[src/rtl/pmem_line_arbiter.sv]
// Arbitrates I-cache and D-cache line misses onto one 4-beat x 64-bit burst memory port.
// Optional PMEM_ARB_RR_EN: round-robin between the caches on a clash (default: D-over-I priority).
module pmem_line_arbiter #(
    parameter int unsigned ADDR_W = 32,
    parameter int unsigned LINE_W = 256,
    parameter int unsigned BEAT_W = 64
) (
    input  logic              clk,
    input  logic              rst,
    input  logic              i_pmem_read,
    input  logic [ADDR_W-1:0] i_pmem_addr,
    output logic [LINE_W-1:0] i_pmem_rdata,
    output logic              i_pmem_resp,
    input  logic              d_pmem_read,
    input  logic              d_pmem_write,
    input  logic [ADDR_W-1:0] d_pmem_addr,
    input  logic [LINE_W-1:0] d_pmem_wdata,
    output logic [LINE_W-1:0] d_pmem_rdata,
    output logic              d_pmem_resp,
    output logic              mem_read,
    output logic              mem_write,
    output logic [ADDR_W-1:0] mem_addr,
    output logic [BEAT_W-1:0] mem_wdata,
    input  logic [BEAT_W-1:0] mem_rdata,
    input  logic              mem_resp
);

    localparam int unsigned BEATS = LINE_W / BEAT_W;
    localparam int unsigned CNT_W = $clog2(BEATS);
    localparam logic [ADDR_W-1:0] LINE_MASK = ~ADDR_W'(LINE_W / 8 - 1);

    typedef enum logic [2:0] {
        IDLE,
        I_RD,
        D_RD,
        D_WR,
        RESP
    } state_e;

    state_e              state_q;
    logic [CNT_W-1:0]    beat_q;
    logic [ADDR_W-1:0]   addr_q;
    logic [LINE_W-1:0]   wdata_q;
    logic [LINE_W-1:0]   line_q;
    logic [BEAT_W-1:0]   mem_wdata_q;
    logic                mem_read_q;
    logic                mem_write_q;
    logic                i_resp_q;
    logic                d_resp_q;
    logic [LINE_W-1:0]   i_rdata_q;
    logic [LINE_W-1:0]   d_rdata_q;

    logic                d_req_c;
    logic                grant_d_c;
    logic                grant_i_c;
    logic                last_beat_c;
    logic [LINE_W-1:0]   line_fill_c;

    assign mem_read     = mem_read_q;
    assign mem_write    = mem_write_q;
    assign mem_addr     = addr_q;
    assign mem_wdata    = mem_wdata_q;
    assign i_pmem_resp  = i_resp_q;
    assign d_pmem_resp  = d_resp_q;
    assign i_pmem_rdata = i_rdata_q;
    assign d_pmem_rdata = d_rdata_q;

    assign d_req_c     = d_pmem_read | d_pmem_write;
    assign last_beat_c = (beat_q == CNT_W'(BEATS - 1));

`ifdef PMEM_ARB_RR_EN
    // rr_q set means D is favoured on the next clash.
    logic rr_q;
    assign grant_d_c = d_req_c & (~i_pmem_read | rr_q);
`else
    assign grant_d_c = d_req_c;
`endif
    assign grant_i_c = i_pmem_read & ~grant_d_c;

    // Line as it will look once the current read beat is stored.
    always_comb begin
        line_fill_c = line_q;
        line_fill_c[int'(beat_q) * BEAT_W +: BEAT_W] = mem_rdata;
    end

    always_ff @(posedge clk) begin
        if (rst) begin
            state_q     <= IDLE;
            beat_q      <= '0;
            addr_q      <= '0;
            wdata_q     <= '0;
            line_q      <= '0;
            mem_wdata_q <= '0;
            mem_read_q  <= 1'b0;
            mem_write_q <= 1'b0;
            i_resp_q    <= 1'b0;
            d_resp_q    <= 1'b0;
            i_rdata_q   <= '0;
            d_rdata_q   <= '0;
`ifdef PMEM_ARB_RR_EN
            rr_q        <= 1'b1;
`endif
        end else begin
            case (state_q)
                IDLE: begin
                    beat_q <= '0;
                    if (grant_d_c) begin
                        addr_q <= d_pmem_addr & LINE_MASK;
                        if (d_pmem_write) begin
                            state_q     <= D_WR;
                            mem_write_q <= 1'b1;
                            wdata_q     <= d_pmem_wdata;
                            mem_wdata_q <= d_pmem_wdata[BEAT_W-1:0];
                        end else begin
                            state_q    <= D_RD;
                            mem_read_q <= 1'b1;
                        end
`ifdef PMEM_ARB_RR_EN
                        rr_q <= 1'b0;
`endif
                    end else if (grant_i_c) begin
                        addr_q     <= i_pmem_addr & LINE_MASK;
                        state_q    <= I_RD;
                        mem_read_q <= 1'b1;
`ifdef PMEM_ARB_RR_EN
                        rr_q <= 1'b1;
`endif
                    end
                end
                I_RD, D_RD: begin
                    if (mem_resp) begin
                        line_q <= line_fill_c;
                        beat_q <= beat_q + CNT_W'(1);
                        if (last_beat_c) begin
                            state_q    <= RESP;
                            mem_read_q <= 1'b0;
                            if (state_q == I_RD) begin
                                i_resp_q  <= 1'b1;
                                i_rdata_q <= line_fill_c;
                            end else begin
                                d_resp_q  <= 1'b1;
                                d_rdata_q <= line_fill_c;
                            end
                        end
                    end
                end
                D_WR: begin
                    if (mem_resp) begin
                        beat_q <= beat_q + CNT_W'(1);
                        if (last_beat_c) begin
                            state_q     <= RESP;
                            mem_write_q <= 1'b0;
                            mem_wdata_q <= '0;
                            d_resp_q    <= 1'b1;
                            d_rdata_q   <= '0;
                        end else begin
                            mem_wdata_q <= wdata_q[(int'(beat_q) + 1) * BEAT_W +: BEAT_W];
                        end
                    end
                end
                RESP: begin
                    state_q   <= IDLE;
                    beat_q    <= '0;
                    i_resp_q  <= 1'b0;
                    d_resp_q  <= 1'b0;
                    i_rdata_q <= '0;
                    d_rdata_q <= '0;
                end
                default: state_q <= IDLE;
            endcase
        end
    end

endmodule
[config.mk]
export PLATFORM = sky130hd
export DESIGN_NAME = pmem_line_arbiter
export DESIGN_NICKNAME = d
export VERILOG_FILES = /design/src/rtl/pmem_line_arbiter.sv
export SDC_FILE = /design/constraint.sdc
export NUM_CORES = 2
export LEC_CHECK = 0
export BUFFER_PORTS_ARGS = -buffer_cell sky130_fd_sc_hd__buf_2
export CORE_AREA = 2 2 386 388
export DETAILED_ROUTE_END_ITERATION = 8
export DIE_AREA = 0 0 388 390
export PLACE_DENSITY = 0.56
export REMOVE_ABC_BUFFERS = 1
export SLEW_MARGIN = 30
export SYNTH_ARGS = -nofsm -noshare
export SYNTH_HDL_FRONTEND = slang
export SYNTH_SLANG_ARGS = --single-unit
[constraint.sdc]
create_clock -name clk -period 3.2 [get_ports clk]
set_input_delay 0.64 -clock clk [delete_from_list [all_inputs] [get_ports clk]]
set_output_delay 0.64 -clock clk [all_outputs]
set_load 0.02 [all_outputs]
=== Word level (Yosys, flattened, before mapping) ===
Index checks and enable logic that the tools add are counted.

* Reduce and logical (&&, ||, !) cells: 20
* Add/sub/neg operators: 3
* Mux-type cells: 45
* Equal/unequal tests: 17
* Bitwise logic cells: 3
* Shift-type cells: 3

{| class="wikitable"
|+ Operators with widths
! cell !! count
|-
| $mux 256 || 8
|-
| $pmux 256 s3 || 1
|-
| $pmux 256 s2 || 1
|-
| $bwmux 256 || 1
|-
| $mux 64 || 4
|-
| $shift 64x34->256 const A || 1
|-
| $shiftx 256x10->64 || 1
|-
| $shiftx 64x34->256 || 1
|-
| $pmux 64 s2 || 1
|-
| $mux 32 || 2
|-
| $neg 8->34 || 1
|-
| $mux 1 || 16
|-
| $ne 2x2->1 const B || 8
|-
| $mux 3 || 4
|-
| $reduce_and 5->1 || 2
|-
| $reduce_bool 2->1 || 5
|-
| $reduce_and 4->1 || 2
|-
| $eq 3x2->1 const B || 2
|-
| $ne 3x3->1 const B || 2
|-
| $pmux 1 s2 || 3
|-
| $pmux 3 s2 || 1
|-
| $reduce_and 2->1 || 3
|-
| $reduce_and 3->1 || 2
|-
| $reduce_and 6->1 || 1
|-
| other kinds (16) || 18
|}

* Register bits after elaboration: 1129
* Logic and storage cells: 103
* Input port bits: 390
* Output and inout bits: 612

=== Longest topological paths before layout ===
* Depth in word-level cells: 7
* Gate-level depth with buffers: 12
* Gate-level depth less buffers: 6

=== Worst setup path after synthesis ===
Ideal clock, no wire load.

* Path type: reg2reg
* Start point: register beat_q[0]
* End point: register line_q[237]
* Buffers on the path: 5
* Path slack: 0.294 ns
* Cell stages (with the launch flop): 12
* Arrival: 2.820 ns
* Required time: 3.114 ns
* Period minus slack after synthesis: 2.906 ns
* Setup time: 0.086 ns
* Path through: dfxtp_1 -> buf_2 -> buf_2 -> clkbuf_1 -> inv_1 -> ha_1 -> or3b_1 -> buf_4 -> buf_2 -> o22ai_1 -> nor2_1 -> a211oi_1

* Word-level cells in the longest chain between the ends: 3
* Elaborated cells between the ends (all ways): 4
* Those cells by class: add/sub (1); shift (2); mux (1)

{| class="wikitable"
|+ RTL lines
! item !! RTL line !! source
|-
| from (decl) || 41 || <nowiki>logic [CNT_W-1:0] beat_q;</nowiki>
|-
| from (signal assigned) || 133 || <nowiki>beat_q <= beat_q + CNT_W'(1);</nowiki>
|-
| from (signal assigned) || 149 || <nowiki>beat_q <= beat_q + CNT_W'(1);</nowiki>
|-
| $neg 8->34 * || 83 || <nowiki>line_fill_c[int'(beat_q) * BEAT_W +: BEAT_W] = mem_rdata;</nowiki>
|-
| $shiftx 64x34->256 or $shift 64x34->256 (tied branches) || 83 ||
|-
| $bwmux 256 * || 83 ||
|-
| to (signal assigned) || 132 || <nowiki>line_q <= line_fill_c;</nowiki>
|-
| to (decl) || 44 || <nowiki>logic [LINE_W-1:0] line_q;</nowiki>
|}

Mark *: on every way between the ends. The rest lies on a longest branch, timed or not.
A chain may end at the register's enable or synchronous reset.

=== Worst setup path in the final report ===
* Start point: register beat_q[0]
* End point: register i_rdata_q[249] (netlist: i_pmem_rdata[249])

* Word-level cells in the longest chain between the ends: 7
* Elaborated cells between the ends (all ways): 11
* Those cells by class: add/sub (1); eq/ne (2); shift (2); mux (5); reduce/logical (1)

{| class="wikitable"
|+ RTL lines
! item !! RTL line !! source
|-
| $neg 8->34 || 83 ||
|-
| $shiftx 64x34->256 or $shift 64x34->256 (tied branches) || 83 ||
|-
| $bwmux 256 || 83 ||
|-
| $mux 256 || 137 || <nowiki>if (state_q == I_RD) begin</nowiki>
|-
| $mux 256 || 134 || <nowiki>if (last_beat_c) begin</nowiki>
|-
| $mux 256 || 131 || <nowiki>if (mem_resp) begin</nowiki>
|-
| $pmux 256 s2 || 104 || <nowiki>case (state_q)</nowiki>
|-
| to (signal assigned) || 139 || <nowiki>i_rdata_q <= line_fill_c;</nowiki>
|-
| to (decl) || 50 || <nowiki>logic [LINE_W-1:0] i_rdata_q;</nowiki>
|}

Parallel ways exist; a longest one is shown, timed or not. The select of a mux whose other input is x is not followed.

==> summary.txt <==
Final layout
  – Final Util: 0.349
  – Storage cell area: 21200 um^2
  – Layout net count: 5601
  – Filler Cells Inserted: 15.3k
  – Multi-input logic area: 17000 um^2
  – Most common cell after layout, fill and taps aside: dfxtp_1
  – Final Non-Filler Cells: 7256
  – Most frequent cells in the layout: 1057 x dfxtp_1, 985 x buf_2, 595 x nand2_1
  – Area grow syn2layout: 27.1%
  – Layout cells sized above 1: 0.253

Clock network
  – Post-CTS setup buffer count: 0
  – Hold_buf cts: 0
  – CTS Buf Count: 115
  – Root Driver: clkbuf_16
  – Clk slew on worst S/H paths: 0.06 ns
  – Depth of the CTS H-tree: 3
  – Sink Count: 1060
  – Clock Latency Late Sink: 0.77 ns
  – CTS max path bufs: 3
  – Post-cts sizing count: 0
  – CTS tree: done

STA
  – Fin crit share: 0.847
  – Final Hold Vio Count: 0
  – Relative slew slack: 0.313
  – Crit path time final: 2.71 ns
  – Worst Clk Skew: 0.0681 ns
  – Final worst slack: 0.490 ns
  – Least-Margin Pin Slew: 1.03 ns
  – Unrepaired setup endpoints after global routing: false
  – Finish-stage setup viols: 0
  – Fmax achieved: about 370 MHz
  – Fin. max-slew vios: 0

Power and ir drop
  – Clock power frac: 0.431
  – Comb pwr share: 0.132
  – Pwr/cell area: 630 nW/um^2
  – Sw frac: 0.281
  – Switch Pwr: 9100 uW
  – Sequential group share of total power: 0.437
  – Static leakage: approximately 0.021 uW
  – P_int: 23300 uW
  – Peak supply drop: about 460 uV

Floorplan
  – Initial core utilization: 0.275
  – Core area: 147000 um^2
  – # rows: 141
  – Full die area: between 150000 and 200000 um^2
  – Die height: approximately 390 um
  – # IOs: around 1k
  – Die X: 388 um

Synthesis
  – Post-Synth Simple-Gate Area: 0.129
  – Avg Cell Area, Syn: 9.11 um^2
  – Async SR Flop Fraction: 0
  – Area share of fa/ha/maj cells after synthesis: 0.00186
  – Synth Cell Area: 40400 um^2
  – Post-synth EDFFs: 0
  – Largest family of logic cells by synthesized area: compound AO/OA/AOI/OAI gates
  – Cells after Synth: 4437
  – Synth Area in Compound Gates: 0.266
  – #FFs+latches synth: 1060
  – Yosys Warn Count: 0
  – Commonest register cell after synthesis: dfxtp_1
  – Register area share after synthesis: 0.525
  – Mux contribution to synthesized area: 0.0163
  – Distinct cell type count after synthesis: 52
  – Post-Synth XOR/XNOR Area: 0.00102

Placement
  – Hpwl dp: 119000 um
  – DP Worst Slack: 0.339 ns
  – Buffers on Ports: 986
  – RD Place Congestion: 0.873
  – Cells after DPL: 7018

Global routing
  – Vias in the first global route: between 30k and 40k
  – Antenna violations before repair: 68
  – First-pass GRT wire length: 247000 um
  – Grt ovf: 0
  – Global Route Usage Sum: 0.219
  – Pin count of the biggest net entering global routing: 194

Critical path
  – Worst-path fanout max: 21
  – CP arrival: 3.34 ns
  – Worst setup path category: register to register
  – Data required, critical path: roughly 3.8 ns
  – CP startpoint kind: register
  – Crit end category: register

Flow run
  – Max-Cap Viols: 0

Detailed routing
  – Detailed router's first-iteration violation count: 2924
  – Total number of vias: 37.1k
  – Routed len/inst: 24.1 um
  – Vias/cell: between 5 and 6
  – First drt pass iteration count: 5
  – Residual DRC: 0
  – Post-Route WL: 175000 um
  – Antenna Nets Post-Route: 0

Status
  – Status: completed

Hold path
  – Worst hold path class: input pin to register
## final timing paths
check	slack, ns	depth (start not counted)	end	from
min	0.11	3	wdata_q[250]	d_pmem_wdata[250]
max	0.49	7	i_pmem_rdata[249]	beat_q[0]
max reg2reg	0.49	7	i_pmem_rdata[249]	beat_q[0]
min reg2reg	0.45	2	wdata_q[253]	wdata_q[253]
## critical path, stage by stage, from the launching register on
cell,delay [ns]
dfxtp_4,0.45
inv_1,0.13
ha_4,0.30
or3b_2,0.76
nor2_4,0.20
buf_4,0.36
a21oi_1,0.18
o2bb2ai_1,0.16
## sequential cells by signal, summed over array words and instances, names as in the netlist, 2 cells and up
| register | count |
|---|---|
| mem_addr | 27 |
| state_q | 3 |
| mem_wdata | 64 |
| d_pmem_rdata | 256 |
| wdata_q | 192 |
| beat_q | 2 |
| i_pmem_rdata | 256 |
| line_q | 256 |
## through the flow
step	hold WS, ns	TNS (ns)	total power, uW	area, um^2
2_1_floorplan	0.430	-6656.64	17000	38400
3_3_place_gp	0.434	0	18600	47300
3_5_place_dp	0.441	0	18700	47300
4_1_cts	0.0331	0	32700	51300
5_1_grt	0.0593	0	33700	51400
6_report	0.107	0	32400	51400
## layout make-up
| type | instances | area share |
|---|---|---|
| Timing Repair Buffer | 1082 | 0.121 |
| Clock inverter | 57 | 0.0135 |
| Multi-Input combinational cell | 2823 | 0.330 |
| Tap cell | 1930 | 0.0470 |
| Inverter | 123 | 0.00901 |
| Clock buffer | 158 | 0.0646 |
| Antenna cell | 23 | 0.00112 |
| Sequential cell | 1060 | 0.413 |
## per-layer routing
layer,GRT usage,share of wire
met1,0.267,0.40
met2,0.363,0.47
met3,0.0649,0.083
met4,0.0807,0.036
met5,0,0.0021
## power by group through the flow
stage / clock network, uW / registers (uW) / logic [uW]
2_1_floorplan: 0 / 14600 / 2380
3_3_place_gp: 0 / 14400 / 4240
3_5_place_dp: 0 / 14400 / 4290
4_1_cts: 14300 / 14100 / 4310
5_1_grt: 14800 / 14200 / 4660
6_report: 14000 / 14100 / 4270
## cell families after synthesis
logic type / after synthesis
xor gates and xnor gates: 3
DFF: 1060
and+or+nand+nor: 1270
muxes: 66
adders and majority gates: 6
other: 1
buffers and inverters: 558
AOI/OAI and AO/OA: 1473
## cell usage after synthesis (2+ instances only)
master,instances,area share
nor2b_1,82,0.013
a22oi_1,317,0.059
clkbuf_1,267,0.025
or3_1,3,0.00046
nand2_1,596,0.055
mux2i_1,66,0.016
buf_6,11,0.0031
o22ai_1,183,0.028
a211oi_1,182,0.034
a21oi_1,267,0.033
or3b_1,3,0.00065
nand3_1,6,0.00074
nor3_1,74,0.0092
o21ai_0,30,0.0037
nor4_1,2,0.00031
a41o_1,2,0.00050
inv_1,122,0.011
a21oi_2,2,0.00043
nand2b_1,3,0.00046
o2bb2ai_2,23,0.0085
dfxtp_1,1060,0.53
buf_4,32,0.0059
a22o_1,126,0.027
a21o_1,2,0.00037
nor2_1,486,0.045
o21a_1,65,0.012
a311oi_1,28,0.0061
buf_1,7,0.00065
ha_1,6,0.0019
a32oi_1,2,0.00043
nor4_4,2,0.0011
buf_2,118,0.015
a31o_2,2,0.00043
nand3b_1,2,0.00037
nor2_2,2,0.00031
o2bb2ai_1,240,0.052
Note: power is estimated with default switching activity, not from simulation.
